## src/rtl/clock_monitor.sv

```systemverilog
// clock_monitor: measures the period of an asynchronous mon_clk in clk cycles,
// reports each measurement, flags periods outside [MIN_CYCLES, MAX_CYCLES]
// and flags a mon_clk that has stopped for TIMEOUT clk cycles.
// Optional high-phase measurement on high_cnt: define CLOCK_MONITOR_DUTY_EN.
`timescale 1ns/1ps
module clock_monitor #(
  parameter int unsigned CNT_W      = 16,
  parameter int unsigned MIN_CYCLES = 4,
  parameter int unsigned MAX_CYCLES = 6,
  parameter int unsigned TIMEOUT    = 20
) (
  input  logic             clk,
  input  logic             rst_n,
  input  logic             mon_clk,
  input  logic             enable,
  input  logic             clear,
  output logic [CNT_W-1:0] period,
  output logic             period_valid,
  output logic             stopped,
  output logic             err_period,
  output logic             err_stop,
  output logic [CNT_W-1:0] high_cnt
);

  if (MIN_CYCLES < 2 || MIN_CYCLES > MAX_CYCLES || MAX_CYCLES >= TIMEOUT ||
      64'(TIMEOUT) > ((64'd1 << CNT_W) - 64'd1)) begin : g_param_check
    $error("clock_monitor: illegal parameter set");
  end

  localparam logic [CNT_W-1:0] CNT_MAX = '1;
  localparam logic [CNT_W-1:0] CNT_ONE = CNT_W'(1);
  localparam logic [CNT_W-1:0] MIN_C   = CNT_W'(MIN_CYCLES);
  localparam logic [CNT_W-1:0] MAX_C   = CNT_W'(MAX_CYCLES);
  localparam logic [CNT_W-1:0] TMO_C   = CNT_W'(TIMEOUT);

  typedef enum logic [1:0] {
    ACQUIRE = 2'd0,
    RUN     = 2'd1,
    STOPPED = 2'd2
  } state_e;

  state_e           state_q, state_d;
  logic [2:0]       sync_q, sync_d;     // [0]=s1, [1]=s2, [2]=s3
  logic [CNT_W-1:0] cnt_q, cnt_d, cnt_inc;
  logic [CNT_W-1:0] period_q, period_d;
  logic             period_valid_q, period_valid_d;
  logic             err_period_q, err_period_d;
  logic             err_stop_q, err_stop_d;
  logic             rise;

  assign rise    = sync_q[1] & ~sync_q[2];
  assign cnt_inc = (cnt_q == CNT_MAX) ? cnt_q : cnt_q + CNT_ONE;

  // Next-state, measurement and sticky-flag logic
  always_comb begin
    sync_d         = {sync_q[1:0], mon_clk};
    state_d        = state_q;
    cnt_d          = cnt_inc;
    period_d       = period_q;
    period_valid_d = 1'b0;
    err_period_d   = err_period_q & ~clear;
    err_stop_d     = err_stop_q & ~clear;
    if (!enable) begin
      state_d = ACQUIRE;
      cnt_d   = '0;
    end else begin
      case (state_q)
        ACQUIRE: begin
          if (rise) begin
            state_d = RUN;
            cnt_d   = CNT_ONE;
          end
        end
        RUN: begin
          // A rise coinciding with cnt == TIMEOUT is a normal (late) report
          if (rise) begin
            period_d       = cnt_q;
            period_valid_d = 1'b1;
            cnt_d          = CNT_ONE;
            if (cnt_q < MIN_C || cnt_q > MAX_C) err_period_d = 1'b1;
          end else if (cnt_q == TMO_C) begin
            state_d    = STOPPED;
            err_stop_d = 1'b1;
          end
        end
        STOPPED: begin
          if (rise) begin
            state_d = RUN;
            cnt_d   = CNT_ONE;
          end else begin
            cnt_d = cnt_q;
          end
        end
        default: state_d = ACQUIRE;
      endcase
    end
  end

  // State, synchronizer and result registers
  always_ff @(posedge clk or negedge rst_n) begin
    if (!rst_n) begin
      state_q        <= ACQUIRE;
      sync_q         <= '0;
      cnt_q          <= '0;
      period_q       <= '0;
      period_valid_q <= 1'b0;
      err_period_q   <= 1'b0;
      err_stop_q     <= 1'b0;
    end else begin
      state_q        <= state_d;
      sync_q         <= sync_d;
      cnt_q          <= cnt_d;
      period_q       <= period_d;
      period_valid_q <= period_valid_d;
      err_period_q   <= err_period_d;
      err_stop_q     <= err_stop_d;
    end
  end

  assign period       = period_q;
  assign period_valid = period_valid_q;
  assign stopped      = (state_q == STOPPED);
  assign err_period   = err_period_q;
  assign err_stop     = err_stop_q;

`ifdef CLOCK_MONITOR_DUTY_EN
  logic             fall;
  logic [CNT_W-1:0] hcnt_q, hcnt_d;
  logic [CNT_W-1:0] high_cnt_q, high_cnt_d;

  assign fall = ~sync_q[1] & sync_q[2];

  // High-phase counter; a rise always restarts it since every rise leads to RUN
  always_comb begin
    hcnt_d     = hcnt_q;
    high_cnt_d = high_cnt_q;
    if (enable) begin
      if (rise) begin
        hcnt_d = CNT_ONE;
      end else if (state_q == RUN) begin
        if (sync_q[1] && hcnt_q != CNT_MAX) hcnt_d = hcnt_q + CNT_ONE;
        if (fall) high_cnt_d = hcnt_q;
      end
    end
  end

  // High-phase registers
  always_ff @(posedge clk or negedge rst_n) begin
    if (!rst_n) begin
      hcnt_q     <= '0;
      high_cnt_q <= '0;
    end else begin
      hcnt_q     <= hcnt_d;
      high_cnt_q <= high_cnt_d;
    end
  end

  assign high_cnt = high_cnt_q;
`else
  assign high_cnt = '0;
`endif

endmodule

```

## config.mk

```make
export PLATFORM = sky130hd
export DESIGN_NAME = clock_monitor
export DESIGN_NICKNAME = d
export VERILOG_FILES = /design/src/rtl/clock_monitor.sv
export SDC_FILE = /design/constraint.sdc
export NUM_CORES = 1
export LEC_CHECK = 0
export ABC_AREA = 1
export BUFFER_PORTS_ARGS = -buffer_cell sky130_fd_sc_hd__buf_4
export CORE_ASPECT_RATIO = 0.8
export CORE_MARGIN = 4
export CORE_UTILIZATION = 30
export DETAILED_ROUTE_END_ITERATION = 10
export SETUP_SLACK_MARGIN = 0.3
export SLEW_MARGIN = 20
export SYNTH_ARGS = -nofsm -noshare
export SYNTH_HDL_FRONTEND = slang
export SYNTH_SLANG_ARGS = --single-unit
export TNS_END_PERCENT = 100
```

## constraint.sdc

```tcl
create_clock -name clk -period 4.6 [get_ports clk]
set_clock_uncertainty 0.1 [all_clocks]
set_input_delay 0.92 -clock clk [delete_from_list [all_inputs] [get_ports clk]]
set_output_delay 0.92 -clock clk [all_outputs]
set_load 0.01 [all_outputs]
```

## After elaboration in Yosys (flattened, before gate mapping)

Cells that the tools add are included.

| word-level totals | value |
|---|---|
| register bits after elaboration | 40 |
| latch bits | 0 |
| bits in writable memories | 0 |
| memory bits (read-only) | 0 |
| bits of input ports | 5 |
| output and inout bits | 36 |
| word-level logic and storage cells | 50 |
| memories | 0 |

| cells by class | value |
|---|---|
| add/subtract/negate cells | 1 |
| multipliers | 0 |
| div/mod/pow operators | 0 |
| $lt $le $gt $ge | 2 |
| eq/ne operators | 8 |
| shift operators | 0 |
| mux-type cells | 21 |
| bitwise operators | 5 |
| reductions and logical operators | 6 |

Operators with widths:

| kind | number |
|---|---|
| $mux W16 | 4 |
| $pmux W16 S2 | 1 |
| $add A16 B1 Y16 const B | 1 |
| $eq A16 B16 Y1 const B | 1 |
| $eq A16 B5 Y1 const B | 1 |
| $gt A16 B3 Y1 const B | 1 |
| $lt A16 B3 Y1 const B | 1 |
| $mux W1 | 11 |
| $mux W2 | 4 |
| $ne A3 B2 Y1 const B | 2 |
| $ne A3 B3 Y1 const B | 2 |
| $reduce_and A3 Y1 | 2 |
| $pmux W2 S2 | 1 |
| $reduce_or A2 Y1 | 2 |
| $and A1 B1 Y1 | 3 |
| $eq A2 B1 Y1 const B | 1 |
| $eq A2 B2 Y1 const B | 1 |
| $logic_not A2 Y1 | 1 |
| $not A1 Y1 | 2 |
| $logic_or A1 B1 Y1 | 1 |

## Depth between registers and ports, before layout

| logic depth | value |
|---|---|
| depth after elaboration | 6 |
| depth in mapped cells | 11 |
| mapped depth without buffers | 11 |

## Worst setup path after synthesis

OpenSTA, ideal clock, no wires.

| timing | value |
|---|---|
| path kind | input-to-reg |
| start | in enable |
| end | reg cnt_q[2] |
| library setup time | 73 ps |
| data arrival time | 1675 ps |
| required time | 4427 ps |
| setup slack | 2752 ps |
| cell stages on the path | 7 |
| path buffers | 1 |
| path through | inv_1 -> nor2_1 -> nand3_2 -> buf_2 -> inv_1 -> nand2_1 -> a21oi_2 |

| between the ends | value |
|---|---|
| longest elaborated chain between the ends | 1 |
| elaborated cells on any way between the ends | 2 |
| those cells by class | eq/ne (1); mux (1) |

RTL lines:

| element | line | source |
|---|---|---|
| from (decl) | 15 | `input logic enable,` |
| $ne A3 B2 Y1 (no line) or $mux W16 (tied branches) | n/a |  |
| to (signal assigned) | 112 | `cnt_q <= cnt_d;` |
| to (decl) | 44 | `logic [CNT_W-1:0] cnt_q, cnt_d, cnt_inc;` |

Several ways; a longest one is shown, not always the timed one.
A chain may end at the register's enable or synchronous reset.

## Worst setup path after layout

| timing | value |
|---|---|
| start | reg state_q[1] |
| end | out stopped |

| between the ends | value |
|---|---|
| longest elaborated chain between the ends | 1 |

RTL lines:

| element | line | source |
|---|---|---|
| from (decl) | 42 | `state_e state_q, state_d;` |
| from (signal assigned) | 110 | `state_q <= state_d;` |
| $eq A2 B2 Y1 | 122 | `assign stopped = (state_q == STOPPED);` |
| to (decl) | 19 | `output logic stopped,` |

No other way between the ends.

==> out/qor.yml <==
place:
  portBuffers: 24
  place_ws_ns: 2.41
  place_congestion: 0.859
  dp_hpwl_mm: 3.44
clocking:
  post-cts-setup-buffers: 0
  numClockSinks: 40
  cts_tree: "yes"
  numCtsBuffers: 5
  cts-hold-fix-buffers: 0
  clk_path_buf_depth: 2
  cts-root-buf: "clkbuf_8"
  cts_htree_levels: 2
  clk_latency_ns: 0.29
  cts_resized: 0
  clk_pin_slew_ns: 0.08
worst_setup_path:
  endpoint_kind: "output port"
  critPathRequiredTime_ns: 3.58
  crit_type: "flip-flop to output port"
  critPathMaxFanout: 3
  start_kind: "flip-flop"
  arrival_ns: 1.00
layout:
  nNetsFinal: 304
  final_cell_mix: "nand2_1 (83), dfrtp_1 (40), inv_1 (32)"
  area_growth_syn_to_layout_pct: 12.7
  diodes: 0
  regArea_um2: 1000
  layout_commonest_cell: "nand2_1"
  multi_input_area_um2: 896
  fillers: 735
  drive_gt1_share_pct: 15.2
die:
  die_y_um: 83.2
  initial_core_util_pct: 30.8
  dieArea_um2: 8490
  io_pins: 41
  dieWidth_um: 102
  rows: 27
  fp.coreArea_um2: 6890
global_routing:
  grt_antenna_before_repair: 0
  grt_max_degree: 41
  grt_pass1_wl_mm: 7.91
  grtUsageTotal_pct: 11.7
  grt_pass1_vias: 1645
  overflow: 0
synth:
  ys_types: 25
  syn_area_per_cell_um2: 7.77
  syn_area_um2: 2120
  yosysSeqAreaShare_pct: 47.2
  syn_inst: 273
  ys_ff_latch: 40
  yosys_warnings: 0
routing:
  routed_wl_mm: 4.64
  wl_per_cell_um: 12.1
  route.detailed.drc: 0
  dr.pass1.iters: 5
  drt_iter0_drc: 93
  dr_total_vias: 1748
  ant_nets: 0
  viasPerCell: 4.55
sta:
  hold_violations: 0
  period_share_pct: 44.0
  holdWs_ns: 0.252
  worst_pin_slew_ns: 0.750
  fin_tns_setup_ns: 0
  max_freq_mhz: 495
  finalCriticalPeriod_ns: 2.02
  maxSlewViolCount: 0
  grt_setup_unrepaired: "no"
  finalSetupViolations: 0
  fin_ws_ns: 2.58
  slew_headroom_pct: 49.9
min_path:
  hp-class: "flip-flop to flip-flop"
power:
  vdd_drop_max_v: 0.0000994
  p_leak_nw: 1.21
  power.density_nw_per_um2: 267
flow_run:
  maxCapViolCount: 0
outcome:
  status: "finished clean"
## critical path: stages (launching register included)
cell	delay (ns)
dfrtp_1	0.42
inv_1	0.11
nor2_1	0.05
buf_4	0.14
## layer usage
layer | track usage [%] | wire length [um]
met3 | 2.94 | 317
met1 | 16.6 | 2280
met2 | 17.1 | 1980
met5 | 0 | 0
met4 | 4.53 | 66
## path summary, 6_finish.rpt
path	from	end	slack (ns)	depth (start not counted)
setup reg to reg	cnt_q[0]	cnt_q[1]	2.60	8
hold reg to reg	sync_q[0]	sync_q[1]	0.25	0
max in group asynchronous	rst_n	cnt_q[14]	3.54	1
min in group asynchronous	rst_n	period[12]	0.48	1
setup / recovery	state_q[1]	stopped	2.58	3
hold / removal	sync_q[0]	sync_q[1]	0.25	0
## sequential cells by signal, summed over array words and instances (netlist names)
register / cells
err_stop: 1
period: 16
cnt_q: 16
period_valid: 1
sync_q: 3
state_q: 2
err_period: 1
## kinds of logic (layout without fill, tap and decap cells)
| logic type | Yosys count | in the layout | share of synthesized area [%] |
|---|---|---|---|
| compound gates | 31 | 31 | 7.61 |
| fa+ha+maj | 2 | 2 | 1.18 |
| buf+inv | 55 | 64 | 13.2 |
| flops | 40 | 40 | 47.2 |
| other cells | 1 | 16 | 0.177 |
| simple gates | 144 | 144 | 30.6 |
## Yosys cell counts
library cell | number | area, um^2
nand4_1 | 3 | 18.8
nand3_1 | 24 | 120
ha_1 | 2 | 25.0
clkbuf_1 | 2 | 7.51
a21oi_2 | 1 | 8.76
nand2_2 | 2 | 12.5
nor2_2 | 5 | 31.3
buf_2 | 2 | 10.0
nand4_4 | 1 | 21.3
a21oi_1 | 5 | 25.0
nor2_1 | 19 | 71.3
conb_1 | 1 | 3.75
nor2_4 | 1 | 11.3
a211oi_1 | 1 | 7.51
o21ai_1 | 4 | 20.0
nor3_1 | 1 | 5.00
buf_6 | 1 | 11.3
nor4_1 | 1 | 6.26
clkinv_1 | 1 | 3.75
dfrtp_1 | 40 | 1000
buf_4 | 17 | 128
o21ai_0 | 20 | 100
nand2_1 | 83 | 312
nand3_2 | 4 | 40.0
inv_1 | 32 | 120
## area by class of cell
class,instances,area share (%)
Tap cell,87,4.55
Sequential cell,40,41.9
Clock buffer,5,2.88
Multi-Input combinational cell,193,37.5
Clock inverter,2,0.523
Inverter,33,5.18
Timing Repair Buffer,24,7.54
## power breakdown
part	leakage [nW]	switching (W)	internal (W)
clock	0.0400	0.000124	0.000103
combinational	0.621	0.0000330	0.0000149
sequential	0.547	0.00000609	0.000359
total	1.21	0.000163	0.000477
## through the flow
step                      util (%)  area (um^2)  total power (W)  instances
final                         34.7         2390         0.000639        384
after global placement        33.5         2310         0.000420        377
after CTS                     34.7         2390         0.000649        384
after floorplan                  -         2180         0.000408        288
after global routing          34.7         2390         0.000674        384
after detailed placement      33.5         2310         0.000421        377
No activity file was read; power rests on OpenSTA's default activity.
